## src/rtl/bcd_down_counter_pkg.sv

```systemverilog
// Shared BCD constants and helpers for the down-counter slice.
// Imported by the digit cell and the top.
package bcd_pkg;

   localparam int         BCD_W    = 4;
   localparam logic [3:0] BCD_MAX  = 4'd9;
   localparam logic [3:0] BCD_ZERO = 4'd0;

   function automatic logic [BCD_W-1:0] bcd_clamp(
      input logic [BCD_W-1:0] d
   );
      return (d > BCD_MAX) ? BCD_MAX : d;
   endfunction

endpackage

```

## src/rtl/bcd_down_counter_digit.sv

```systemverilog
// One BCD digit of the down-counter.
// Steps d -> d-1 on dec_in, with 0 wrapping to 9 only when wrap_en is set.
module bcd_digit_down
   import bcd_pkg::*;
(
   input  logic             clk,
   input  logic             rst_n,
   input  logic             load,
   input  logic [BCD_W-1:0] ld_d,
   input  logic             dec_in,
   input  logic             wrap_en,
   output logic [BCD_W-1:0] d,
   output logic             is_zero,
   output logic             borrow_out
);

   logic [BCD_W-1:0] r_d;

   always_ff @(posedge clk or negedge rst_n) begin
      if (!rst_n) begin
         r_d <= BCD_ZERO;
      end else if (load) begin
         r_d <= bcd_clamp(ld_d);
      end else if (dec_in) begin
         if (r_d == BCD_ZERO) begin
            // In saturate mode at all-zero every digit holds.
            if (wrap_en) r_d <= BCD_MAX;
         end else begin
            r_d <= r_d - 4'd1;
         end
      end
   end

   assign d          = r_d;
   assign is_zero    = (r_d == BCD_ZERO);
   assign borrow_out = dec_in & is_zero;

endmodule

```

## src/rtl/bcd_down_counter.sv

```systemverilog
// Multi-digit BCD down-counter with parallel load, enable and borrow-out.
// Digits ripple their borrow upward; z is the borrow out of the top digit.
module bcd_down_counter
   import bcd_pkg::*;
#(
   parameter int DIGITS = 2,
   parameter int WRAP   = 1
) (
   input  logic                  clk,
   input  logic                  rst_n,
   input  logic                  load,
   input  logic [4*DIGITS-1:0]   load_val,
   input  logic                  x,
   output logic [4*DIGITS-1:0]   q,
   output logic                  zero,
   output logic                  z
);

   logic [DIGITS:0]   w_borrow;
   logic [DIGITS-1:0] w_is_zero;
   logic              w_wrap_en;

   assign w_borrow[0] = x & ~load;
   assign zero        = &w_is_zero;
   assign w_wrap_en   = (WRAP != 0) | ~zero;
   assign z           = w_borrow[DIGITS];

   for (genvar i = 0; i < DIGITS; i++) begin : g_digit
      bcd_digit_down u_digit (
         .clk        (clk),
         .rst_n      (rst_n),
         .load       (load),
         .ld_d       (load_val[4*i +: 4]),
         .dec_in     (w_borrow[i]),
         .wrap_en    (w_wrap_en),
         .d          (q[4*i +: 4]),
         .is_zero    (w_is_zero[i]),
         .borrow_out (w_borrow[i+1])
      );
   end

endmodule

```

## config.mk

```make
export PLATFORM = sky130hd
export DESIGN_NAME = bcd_down_counter
export DESIGN_NICKNAME = d
export VERILOG_FILES = /design/src/rtl/bcd_down_counter_pkg.sv /design/src/rtl/bcd_down_counter_digit.sv /design/src/rtl/bcd_down_counter.sv
export SDC_FILE = /design/constraint.sdc
export NUM_CORES = 1
export LEC_CHECK = 0
export ABC_AREA = 1
export BUFFER_PORTS_ARGS = -buffer_cell sky130_fd_sc_hd__buf_4
export CAP_MARGIN = 20
export CORE_MARGIN = 4
export CORE_UTILIZATION = 44
export DETAILED_ROUTE_END_ITERATION = 8
export HOLD_SLACK_MARGIN = 0.02
export PLACE_DENSITY = 0.76
export SETUP_SLACK_MARGIN = 0.2
export SLEW_MARGIN = 0
export SYNTH_ARGS = -nofsm -noshare
export SYNTH_HDL_FRONTEND = slang
export SYNTH_HIERARCHICAL = 1
export SYNTH_SLANG_ARGS = --single-unit
```

## constraint.sdc

```tcl
create_clock -name clk -period 1.6 [get_ports clk]
set_clock_uncertainty 0.1 [all_clocks]
set_input_delay 0.32 -clock clk [delete_from_list [all_inputs] [get_ports clk]]
set_output_delay 0.32 -clock clk [all_outputs]
set_load 0.1 [all_outputs]
```

==> impl_metrics.py, run 1 <==
metrics = {
    "outcome": {
        "status": "aborted with a tool error",
        "lastStage": "global routing (5_1_grt)",
        "error": "[ERROR DPL-0033] detailed placement checks failed during check placement.",
    },
    "clock_tree": {
        "cts_made_buffers": 3,
        "cts_sinks": 8,
        "cts.path.max_buffers": 2,
        "htreeDepth": 1,
        "clockRootBuffer": "clkbuf_4",
    },
    "placed_design": {
        "hpwl_um": 1400,
        "pre_cts_slack_ps": -47.9,
        "numPortBuffers": 21,
        "gp_congestion": 0.836,
    },
    "grt": {
        "antenna_found_initial": 0,
        "grt_max_degree": 11,
    },
    "synthesis": {
        "syn_avg_cell_area_um2": 6.30,
        "ys_warn_count": 6,
        "synth-seq-cells": 8,
        "synth_cells": 109,
        "synthSimpleGateAreaFrac_pct": 54.6,
        "synthMuxAreaShare_pct": 0,
        "synth_area_leaders": "dfrtp_1 (29%), nand2_1 (25%), nand3_2 (8.7%)",
        "yosysTopAreaCellShare_pct": 29.1,
        "synth_xor_area_share_pct": 0,
        "synth_compound_area_share_pct": 5.10,
        "synth_flop_cell": "dfrtp_1",
        "yosys-top-cells-count": "nand2_1 (45), inv_1 (14), nor2_1 (10)",
        "synth_top_family_by_area": "simple AND/OR/NAND/NOR gates",
        "synth.most_common_cell": "nand2_1",
        "synth_edf_count": 0,
        "synth.distinct_cells": 17,
        "synthAdderAreaFrac_pct": 0,
        "yosysTopAreaCell": "dfrtp_1",
        "ys_seq_area_share_pct": 29.1,
        "ys_async_sr_fraction_pct": 100,
        "syn_area_um2": 687,
    },
    "floorplanning": {
        "die_y_um": 47.5,
        "initial_utilization_pct": 49.7,
        "rows": 13,
        "die_w_um": 47.5,
        "ios": 22,
    },
    "timing": {
        "grt_repair_worst_endpoint": "z",
        "worst_endpoint_kind": "output port",
    },
}
[stage by stage]
stage	utilization (%)	TNS, ps	area [um^2]	cells
after global placement	74.4	-22.6	1030	161
after detailed placement	74.4	-47.9	1030	161
after CTS	90.0	-337	1240	169
after floorplan	-	-572	754	112
[kinds of logic after synthesis]
family	after synthesis
flops	8
other cells	1
buf+inv	18
simple gates	76
compound gates	6
[what timing repair did]
| action | 4_1_cts |
|---|---|
| endpoints found under the setup margin | 14 |
| buffers inserted | 4 |
| hold buffers | 1 |
| gates resized for setup | 37 |
| pin swaps | 5 |
| endpoints found under the hold margin | 8 |
==> inputs of run 2 (changes only) <==
--- a/config.mk
+++ b/config.mk
@@ -8,12 +8,10 @@
 export ABC_AREA = 1
 export BUFFER_PORTS_ARGS = -buffer_cell sky130_fd_sc_hd__buf_4
 export CAP_MARGIN = 20
-export CORE_MARGIN = 4
-export CORE_UTILIZATION = 44
+export CORE_AREA = 4 4 65 67
 export DETAILED_ROUTE_END_ITERATION = 8
-export HOLD_SLACK_MARGIN = 0.02
-export PLACE_DENSITY = 0.76
-export SETUP_SLACK_MARGIN = 0.2
+export DIE_AREA = 0 0 69 71
+export PLACE_DENSITY_LB_ADDON = 0.15
 export SLEW_MARGIN = 0
 export SYNTH_ARGS = -nofsm -noshare
 export SYNTH_HDL_FRONTEND = slang
==> impl_metrics.py, run 2 <==
metrics = {
    "power_and_ir_drop": {
        "p_per_area_mw_per_mm2": 1230,
        "p_leak_nw": 0.640,
        "comb_power_share_pct": 63.5,
        "pwr-share-seq_pct": 21.2,
        "p_switching_uw": 749,
        "clock_power_share_pct": 15.3,
        "ir_drop_mv": 0.623,
        "switching_share_pct": 49.7,
        "p_int_uw": 758,
        "finalPower_mw": 1.51,
    },
    "cells_and_area": {
        "layout.nets": 171,
        "most-common-layout-cells": "nand2_1 (42), buf_4 (39), inv_1 (11), dfrtp_4 (8)",
        "design_area_mm2": 0.00122,
        "antennaDiodeCount": 0,
        "area_delta_synth_final_pct": 78.1,
        "fillerInstances": 411,
        "largest_reg_flops": 8,
        "final_common_cell": "nand2_1",
        "utilization_pct": 33.7,
        "drive_gt1_share_pct": 51.6,
    },
    "synthesis": {
        "yosys-top-cells-count": "nand2_1 (45), inv_1 (14), nor2_1 (10)",
        "ys_seq_area_share_pct": 29.1,
        "synth_edf_count": 0,
        "ys_async_sr_fraction_pct": 100,
        "synth.most_common_cell": "nand2_1",
        "yosysTopAreaCellShare_pct": 29.1,
        "ys_warn_count": 6,
        "synth_flop_cell": "dfrtp_1",
        "synth_cells": 109,
        "syn_avg_cell_area_um2": 6.30,
        "synth.distinct_cells": 17,
        "syn_area_um2": 687,
        "yosysTopAreaCell": "dfrtp_1",
        "synth-seq-cells": 8,
        "synth_area_leaders": "dfrtp_1 (29%), nand2_1 (25%), nand3_2 (8.7%)",
    },
    "detailed_routing": {
        "via_per_inst": 3.80,
        "dr.pass1.iters": 4,
        "drt_iter0_drc": 14,
        "drc": 0,
        "vias": 778,
        "ant_nets": 0,
        "wl_per_cell_um": 8.56,
        "drt-total-wl_um": 1760,
    },
    "critical_path": {
        "critPathBufInv": 2,
        "crit_family": "flip-flops",
        "worst_path_max_delay_cell": "dfrtp_4",
        "crit_required_ps": 1180,
        "critPathMaxStageDelay_ps": 480,
        "crit_path_max_fanout": 3,
        "worstPathArrival_ps": 1340,
        "worstSetupStartpointType": "flip-flop",
        "timing.critical_path.mode_cell": "nor2_4",
        "worstSetupEndpointType": "output pin",
        "path_class": "flip-flop to output pin",
        "crit_chain": "nor2_4 -> nand2_4 -> nor2_4 -> inv_2 -> nor2_4 -> buf_12",
    },
    "floorplanning": {
        "initial_utilization_pct": 18.9,
        "coreArea_mm2": 0.00363,
        "rows": 22,
        "ios": 22,
        "die_y_um": 71,
        "die_w_um": 69,
        "die_area_mm2": 0.00490,
    },
    "timing": {
        "min_period_over_period_pct": 110,
        "clock.fmax_mhz": 568,
        "rsz0062_at_grt": "yes",
        "fin_ws_ps": -160,
        "finalCriticalPeriod_ps": 1760,
        "slew_viol_final": 0,
        "timing.hold.ws_ps": 337,
        "finalSetupViolCount": 2,
        "hold_viol_final": 0,
    },
    "clock_tree": {
        "cts_sinks": 8,
        "clockRootBuffer": "clkbuf_8",
        "cts_tree": "yes",
        "clock_latency_ps": 220,
        "clkTransAtPathRegs_ps": 40,
        "htreeDepth": 1,
        "cts.path.max_buffers": 2,
        "cts_made_buffers": 3,
    },
    "hold_path": {
        "holdCritPathClass": "input port to async pin",
    },
    "grt": {
        "grt_first_pass_wirelength_um": 2970,
        "gr-total-overflow": 0,
        "antenna_found_initial": 0,
        "grtUsageTotal_pct": 7.23,
        "grt_pass1_vias": 717,
        "grt_max_degree": 11,
    },
    "run": {
        "cap_violations": 0,
    },
    "placed_design": {
        "numPortBuffers": 21,
        "gp_congestion": 0.726,
        "hpwl_um": 1520,
        "placed_cell_area_mm2": 0.00108,
    },
    "outcome": {
        "violations": "negative setup slack",
        "status": "complete, but fails checks",
    },
}
## run 2: cell counts after synthesis
No cell type changed its count.
## run 2: cell families after synthesis
family	share of synthesized area, %
DFF	29.1
buffers and inverters	10.6
other	0.546
AOI/OAI and AO/OA	5.10
and+or+nand+nor	54.6
## run 2: layer usage
metal / wire length (um) / part of all wire (%) / track usage (%)
met2: 871 / 50 / 12.3
met4: 0 / 0 / 1.30
met3: 53 / 3.0 / 2.27
met1: 830 / 47 / 9.07
met5: 0 / 0 / 0
## run 2: through the flow
step,setup TNS [ps],cells,worst slack [ps]
after floorplan,-572,112,-388
after global placement,-35.7,196,-35.7
after detailed placement,-54.0,196,-54.0
after CTS,-285,204,-181
after global routing,-414,205,-236
final,-271,205,-160
## run 2: power by group through the flow
| stage | logic (mW) | registers (mW) | clock network, mW |
|---|---|---|---|
| CTS | 0.947 | 0.320 | 0.241 |
| finish | 0.957 | 0.319 | 0.230 |
| floorplan | 0.276 | 0.658 | 0 |
| global route | 1.03 | 0.325 | 0.249 |
| detailed placement | 0.884 | 0.320 | 0 |
| global placement | 0.888 | 0.318 | 0 |
## run 2: final cells by class
type	count	area, um^2	share of cell area (%)
Multi-Input combinational cell	86	473	38.7
Clock buffer	3	41.3	3.37
Tap cell	48	60.1	4.91
Inverter	18	76.3	6.24
Sequential cell	8	230	18.8
Timing Repair Buffer	42	343	28.0
## run 2: worst paths after layout
kind | slack (ps) | end | cells past startpoint | startpoint
setup reg to reg | 130 | g_digit[1].u_digit/d[3]$_DFFE_PN0P_ | 10 | g_digit[0].u_digit/d[0]$_DFFE_PN0P_
hold reg to reg | 570 | g_digit[1].u_digit/d[1]$_DFFE_PN0P_ | 3 | g_digit[1].u_digit/d[1]$_DFFE_PN0P_
setup / recovery | -160 | z | 6 | g_digit[0].u_digit/d[0]$_DFFE_PN0P_
max in group asynchronous | 910 | g_digit[1].u_digit/d[3]$_DFFE_PN0P_ | 2 | rst_n
hold / removal | 340 | g_digit[1].u_digit/d[0]$_DFFE_PN0P_ | 2 | rst_n
min in group clk | 340 | g_digit[0].u_digit/d[2]$_DFFE_PN0P_ | 5 | load_val[2]
## run 2: timing repair
action                                 4_1_cts  5_1_grt
pin swaps                                    4        1
hold buffers                                 1        0
buffers inserted                             4        1
resized for setup                            9        2
endpoints found under the hold margin        8        0
setup endpoints to repair                    2        3
No activity file was read; power rests on OpenSTA's default activity.
==> inputs of run 3 (changes only) <==
--- a/config.mk
+++ b/config.mk
@@ -11,7 +11,6 @@
 export CORE_AREA = 4 4 65 67
 export DETAILED_ROUTE_END_ITERATION = 8
 export DIE_AREA = 0 0 69 71
-export PLACE_DENSITY_LB_ADDON = 0.15
 export SLEW_MARGIN = 0
 export SYNTH_ARGS = -nofsm -noshare
 export SYNTH_HDL_FRONTEND = slang
==> impl_metrics.py, run 3 (same netlist as run 2, synthesis figures left out) <==
metrics = {
    "cells_and_area": {
        "most-common-layout-cells": "nand2_1 (42), buf_4 (37), inv_1 (11), dfrtp_4 (8)",
        "instances_no_fill": 203,
        "utilization_pct": 33.1,
        "final_common_cell": "nand2_1",
        "antennaDiodeCount": 0,
        "area_delta_synth_final_pct": 75.2,
        "fillerInstances": 408,
        "drive_gt1_share_pct": 51.0,
        "largest_reg_flops": 8,
        "layout.nets": 169,
    },
    "outcome": {
        "violations": "negative setup slack",
        "status": "complete, but fails checks",
    },
    "floorplanning": {
        "die_w_um": 69,
        "initial_utilization_pct": 18.9,
        "die_y_um": 71,
        "die_area_mm2": 0.00490,
        "ios": 22,
        "coreArea_mm2": 0.00363,
        "rows": 22,
    },
    "grt": {
        "grt_first_pass_wirelength_um": 3050,
        "gr-total-overflow": 0,
        "grt-busiest-layer": "met2",
        "grt_use_met2_pct": 14.2,
        "grt_max_degree": 11,
        "antenna_found_initial": 0,
        "grt_util_met1_pct": 8.40,
        "grt_pass1_vias": 772,
        "grtUsageTotal_pct": 7.26,
        "gr-usage-met3_pct": 0.994,
    },
    "clock_tree": {
        "cts_tree": "yes",
        "clkTransAtPathRegs_ps": 40,
        "clock_latency_ps": 220,
        "cts_sinks": 8,
        "cts.path.max_buffers": 2,
        "cts_made_buffers": 3,
        "htreeDepth": 1,
        "clockRootBuffer": "clkbuf_8",
    },
    "timing": {
        "hold_viol_final": 0,
        "finalSetupViolCount": 2,
        "slew_viol_final": 0,
        "fin_ws_ps": -156,
        "rsz0062_at_grt": "yes",
        "clock.fmax_mhz": 569,
        "min_period_over_period_pct": 110,
        "finalCriticalPeriod_ps": 1760,
    },
    "placed_design": {
        "dp_cells": 196,
        "pre_cts_slack_ps": -57.0,
        "numPortBuffers": 21,
        "hpwl_um": 1450,
        "gp_congestion": 0.796,
    },
    "power_and_ir_drop": {
        "p_leak_nw": 0.624,
        "ir_drop_mv": 0.870,
        "p_per_area_mw_per_mm2": 1250,
        "finalPower_mw": 1.50,
    },
    "detailed_routing": {
        "drc": 0,
        "drt-total-wl_um": 1790,
        "drt_iter0_drc": 14,
        "vias": 792,
        "wl_per_cell_um": 8.82,
        "dr.pass1.iters": 4,
        "ant_nets": 0,
        "via_per_inst": 3.90,
    },
    "hold_path": {
        "min_from": "load_val[2]",
        "holdCritPathClass": "input port to flip-flop",
        "hold_end": "g_digit[0].u_digit/d[2]$_DFFE_PN0P_",
        "hold_depth": 5,
    },
    "critical_path": {
        "path_class": "flip-flop to output pin",
        "crit_path_max_fanout": 3,
        "r2r_cells": 10,
        "timing.rr.start": "g_digit[0].u_digit/d[3]$_DFFE_PN0P_",
        "crit-reg2reg-capture": "g_digit[1].u_digit/d[3]$_DFFE_PN0P_",
        "worstPathArrival_ps": 1340,
        "worstSetupEndpointType": "output pin",
        "rrSetupSlack_ps": 130,
        "crit_required_ps": 1180,
        "worstSetupStartpointType": "flip-flop",
    },
    "run": {
        "cap_violations": 0,
    },
}
[run 3: cell type report]
cell class | count | area [um^2] | share of cell area (%)
repair buffers | 40 | 328 | 27.2
inverters | 18 | 76.3 | 6.34
flip-flops and latches | 8 | 230 | 19.1
well taps | 48 | 60.1 | 4.99
multi-input cells | 86 | 468 | 38.9
clock buffers | 3 | 41.3 | 3.43
[run 3: power breakdown]
group | switching, mW | leakage, nW | internal [mW] | total [mW]
clock | 0.0698 | 0.0216 | 0.162 | 0.232
sequential | 0.0499 | 0.0897 | 0.275 | 0.325
combinational | 0.631 | 0.512 | 0.311 | 0.942
[run 3: timing repair]
item                                    CTS  global route
resized for setup                         9             1
pin swaps                                 3             2
hold endpoints to repair                  8             0
endpoints found under the setup margin    2             2
hold buffers                              1             0
setup buffers                             3             0
[run 3: routing by layer]
layer	wire (um)	share of wire, %
met5	0	0
met1	808	45
met3	39	2.2
met2	943	53
met4	0	0
[run 3: stage by stage]
step / TNS, ps / cell area (um^2) / hold slack (ps)
after global placement: -49.3 / 1080 / 41.3
after global routing: -406 / 1200 / 374
after CTS: -258 / 1200 / 334
after floorplan: -572 / 754 / -75.6
after detailed placement: -57.0 / 1080 / 43.4
final: -266 / 1200 / 332
[run 3: critical path, stage by stage (launching register included)]
cell     delay, ps
dfrtp_4        480
nor2_4         150
nand2_4         80
nor2_4          90
inv_2           60
nor2_4          90
buf_12         180
[run 3: worst max path at each step]
stage	cells after the start	start	slack, ps	to
2_1_floorplan	5	g_digit[0].u_digit/d[0]$_DFFE_PN0P_	-390	z
3_3_place_gp	6	g_digit[0].u_digit/d[2]$_DFFE_PN0P_	-50	z
3_5_place_dp	6	g_digit[0].u_digit/d[2]$_DFFE_PN0P_	-60	z
4_1_cts	6	g_digit[0].u_digit/d[1]$_DFFE_PN0P_	-160	z
5_1_grt	6	g_digit[0].u_digit/d[3]$_DFFE_PN0P_	-230	z
6_report	6	g_digit[0].u_digit/d[3]$_DFFE_PN0P_	-160	z
==> inputs of run 4 (changes only) <==
--- a/config.mk
+++ b/config.mk
@@ -5,7 +5,6 @@
 export SDC_FILE = /design/constraint.sdc
 export NUM_CORES = 1
 export LEC_CHECK = 0
-export ABC_AREA = 1
 export BUFFER_PORTS_ARGS = -buffer_cell sky130_fd_sc_hd__buf_4
 export CAP_MARGIN = 20
 export CORE_AREA = 4 4 65 67
==> impl_metrics.py, run 4 <==
metrics = {
    "power_and_ir_drop": {
        "ir_drop_mv": 0.176,
        "p_leak_nw": 0.465,
        "p_per_area_mw_per_mm2": 766,
        "finalPower_uw": 893,
    },
    "floorplanning": {
        "rows": 22,
        "ios": 22,
        "die_area_mm2": 0.00490,
        "die_y_um": 71,
        "die_w_um": 69,
        "coreArea_mm2": 0.00363,
        "initial_utilization_pct": 15.9,
    },
    "clock_tree": {
        "clock_latency_ps": 220,
        "cts_tree": "yes",
        "htreeDepth": 1,
        "clkTransAtPathRegs_ps": 40,
        "cts_sinks": 8,
        "clockRootBuffer": "clkbuf_8",
        "cts_made_buffers": 3,
        "cts.path.max_buffers": 2,
    },
    "grt": {
        "grt_pass1_vias": 661,
        "grt_max_degree": 19,
        "grtUsageTotal_pct": 7.53,
        "grt_first_pass_wirelength_um": 3040,
        "antenna_found_initial": 0,
        "gr-total-overflow": 0,
    },
    "timing": {
        "rsz0062_at_grt": "yes",
        "finalCriticalPeriod_ps": 2230,
        "clock.fmax_mhz": 449,
        "finalSetupViolCount": 6,
        "fin_ws_ps": -628,
        "slew_viol_final": 0,
        "hold_viol_final": 0,
        "min_period_over_period_pct": 139,
    },
    "cells_and_area": {
        "final_common_cell": "buf_4",
        "multiInputGateArea_um2": 458,
        "layout.nets": 120,
        "design_area_mm2": 0.00116,
        "area_delta_synth_final_pct": 102,
        "antennaDiodeCount": 0,
        "largest_reg_flops": 8,
        "drive_gt1_share_pct": 64.2,
        "most-common-layout-cells": "buf_4 (31), dfrtp_4 (7), buf_6 (6), nand2b_1 (5)",
        "fillerInstances": 381,
        "area.sequential_um2": 228,
        "utilization_pct": 32.1,
    },
    "synthesis": {
        "ys_seq_area_share_pct": 34.7,
        "synth_area_leaders": "dfrtp_1 (35%), nand2b_1 (6.5%), nor3b_4 (6.5%)",
        "ys_async_sr_fraction_pct": 100,
        "synth_flop_cell": "dfrtp_1",
        "yosys-top-cells-count": "dfrtp_1 (8), nand2b_1 (6)",
        "synth.most_common_cell": "dfrtp_1",
        "ys_warn_count": 6,
        "synth_cells": 61,
        "synth-seq-cells": 8,
        "syn_area_um2": 577,
        "synth.distinct_cells": 23,
        "synth_edf_count": 0,
        "yosysTopAreaCellShare_pct": 34.7,
        "yosysTopAreaCell": "dfrtp_1",
        "syn_avg_cell_area_um2": 9.46,
    },
    "hold_path": {
        "holdCritPathClass": "input port to flip-flop",
    },
    "placed_design": {
        "gp_congestion": 0.717,
        "hpwl_um": 1400,
        "pre_cts_slack_ps": -518,
        "numPortBuffers": 21,
        "placed_cell_area_um2": 952,
    },
    "outcome": {
        "violations": "negative setup slack",
        "status": "complete, but fails checks",
    },
    "detailed_routing": {
        "drt_iter0_drc": 31,
        "vias": 619,
        "dr.pass1.iters": 4,
        "via_per_inst": 4.02,
        "drt-total-wl_um": 1760,
        "ant_nets": 0,
        "drc": 0,
        "wl_per_cell_um": 11.4,
    },
    "run": {
        "cap_violations": 0,
    },
    "critical_path": {
        "crit_required_ps": 1180,
        "crit_path_max_fanout": 2,
        "worstSetupStartpointType": "flip-flop",
        "worstSetupEndpointType": "output pin",
        "path_class": "flip-flop to output pin",
        "worstPathArrival_ps": 1810,
    },
}
## run 4: cell families after synthesis
family | synth area share [%]
AO/OA/AOI/OAI | 16.9
buffers and inverters | 3.04
flip-flops | 34.7
multiplexers | 3.47
other | 0.650
AND/OR/NAND/NOR | 41.2
## run 4: area by class of cell
type | instances | share of cell area (%)
clock buffer | 3 | 3.54
sequential | 8 | 19.5
multi-input combinational | 52 | 39.3
tap | 48 | 5.16
inverter | 2 | 0.644
timing repair buffer | 41 | 31.8
## run 4: per-stage QoR
step	TNS (ps)	hold WS, ps	cells
after floorplan	-1780	-75.6	64
after detailed placement	-1520	42.7	144
after global routing	-2060	259	154
after CTS	-1520	256	150
after global placement	-1260	42.8	144
final	-1500	253	154
## run 4: worst paths after layout
check | start | endpoint | slack, ps | depth (start not counted)
setup reg to reg | g_digit[0].u_digit/d[0]$_DFFE_PN0P_ | g_digit[1].u_digit/d[2]$_DFFE_PN0P_ | -240 | 7
hold reg to reg | g_digit[1].u_digit/d[3]$_DFFE_PN0P_ | g_digit[1].u_digit/d[1]$_DFFE_PN0P_ | 700 | 3
setup / recovery | g_digit[0].u_digit/d[0]$_DFFE_PN0P_ | z | -630 | 5
min in group asynchronous | rst_n | g_digit[0].u_digit/d[2]$_DFFE_PN0P_ | 360 | 2
hold / removal | load_val[7] | g_digit[1].u_digit/d[3]$_DFFE_PN0P_ | 250 | 3
max in group asynchronous | rst_n | g_digit[0].u_digit/d[1]$_DFFE_PN0P_ | 890 | 2
## run 4: layer usage
metal  GRT usage, %  share of wire [%]
met5              0                  0
met3           2.70                5.2
met4           1.95                  0
met1           7.89                 36
met2           14.2                 58
## run 4: critical path, cell delays in order (launching register included)
cell and delay [ps]:
dfrtp_4 480, nor3b_4 210, nor3b_4 230, nor3b_4 220, nor3b_4 250, buf_12 200
## run 4: repair_timing
action | in CTS | in global routing
pin swaps | 5 | 6
buffers inserted | 3 | 5
hold endpoints to repair | 8 | 0
gates resized for setup | 11 | 16
hold buffers | 1 | 0
endpoints found under the setup margin | 5 | 6
## run 4: where the power goes
group / leakage [nW] / total (mW) / internal, mW / switching, mW
combinational: 0.357 / 0.400 / 0.145 / 0.254
clock: 0.0216 / 0.231 / 0.162 / 0.0693
sequential: 0.0872 / 0.261 / 0.235 / 0.0265
total: 0.465 / 0.893 / 0.542 / 0.350
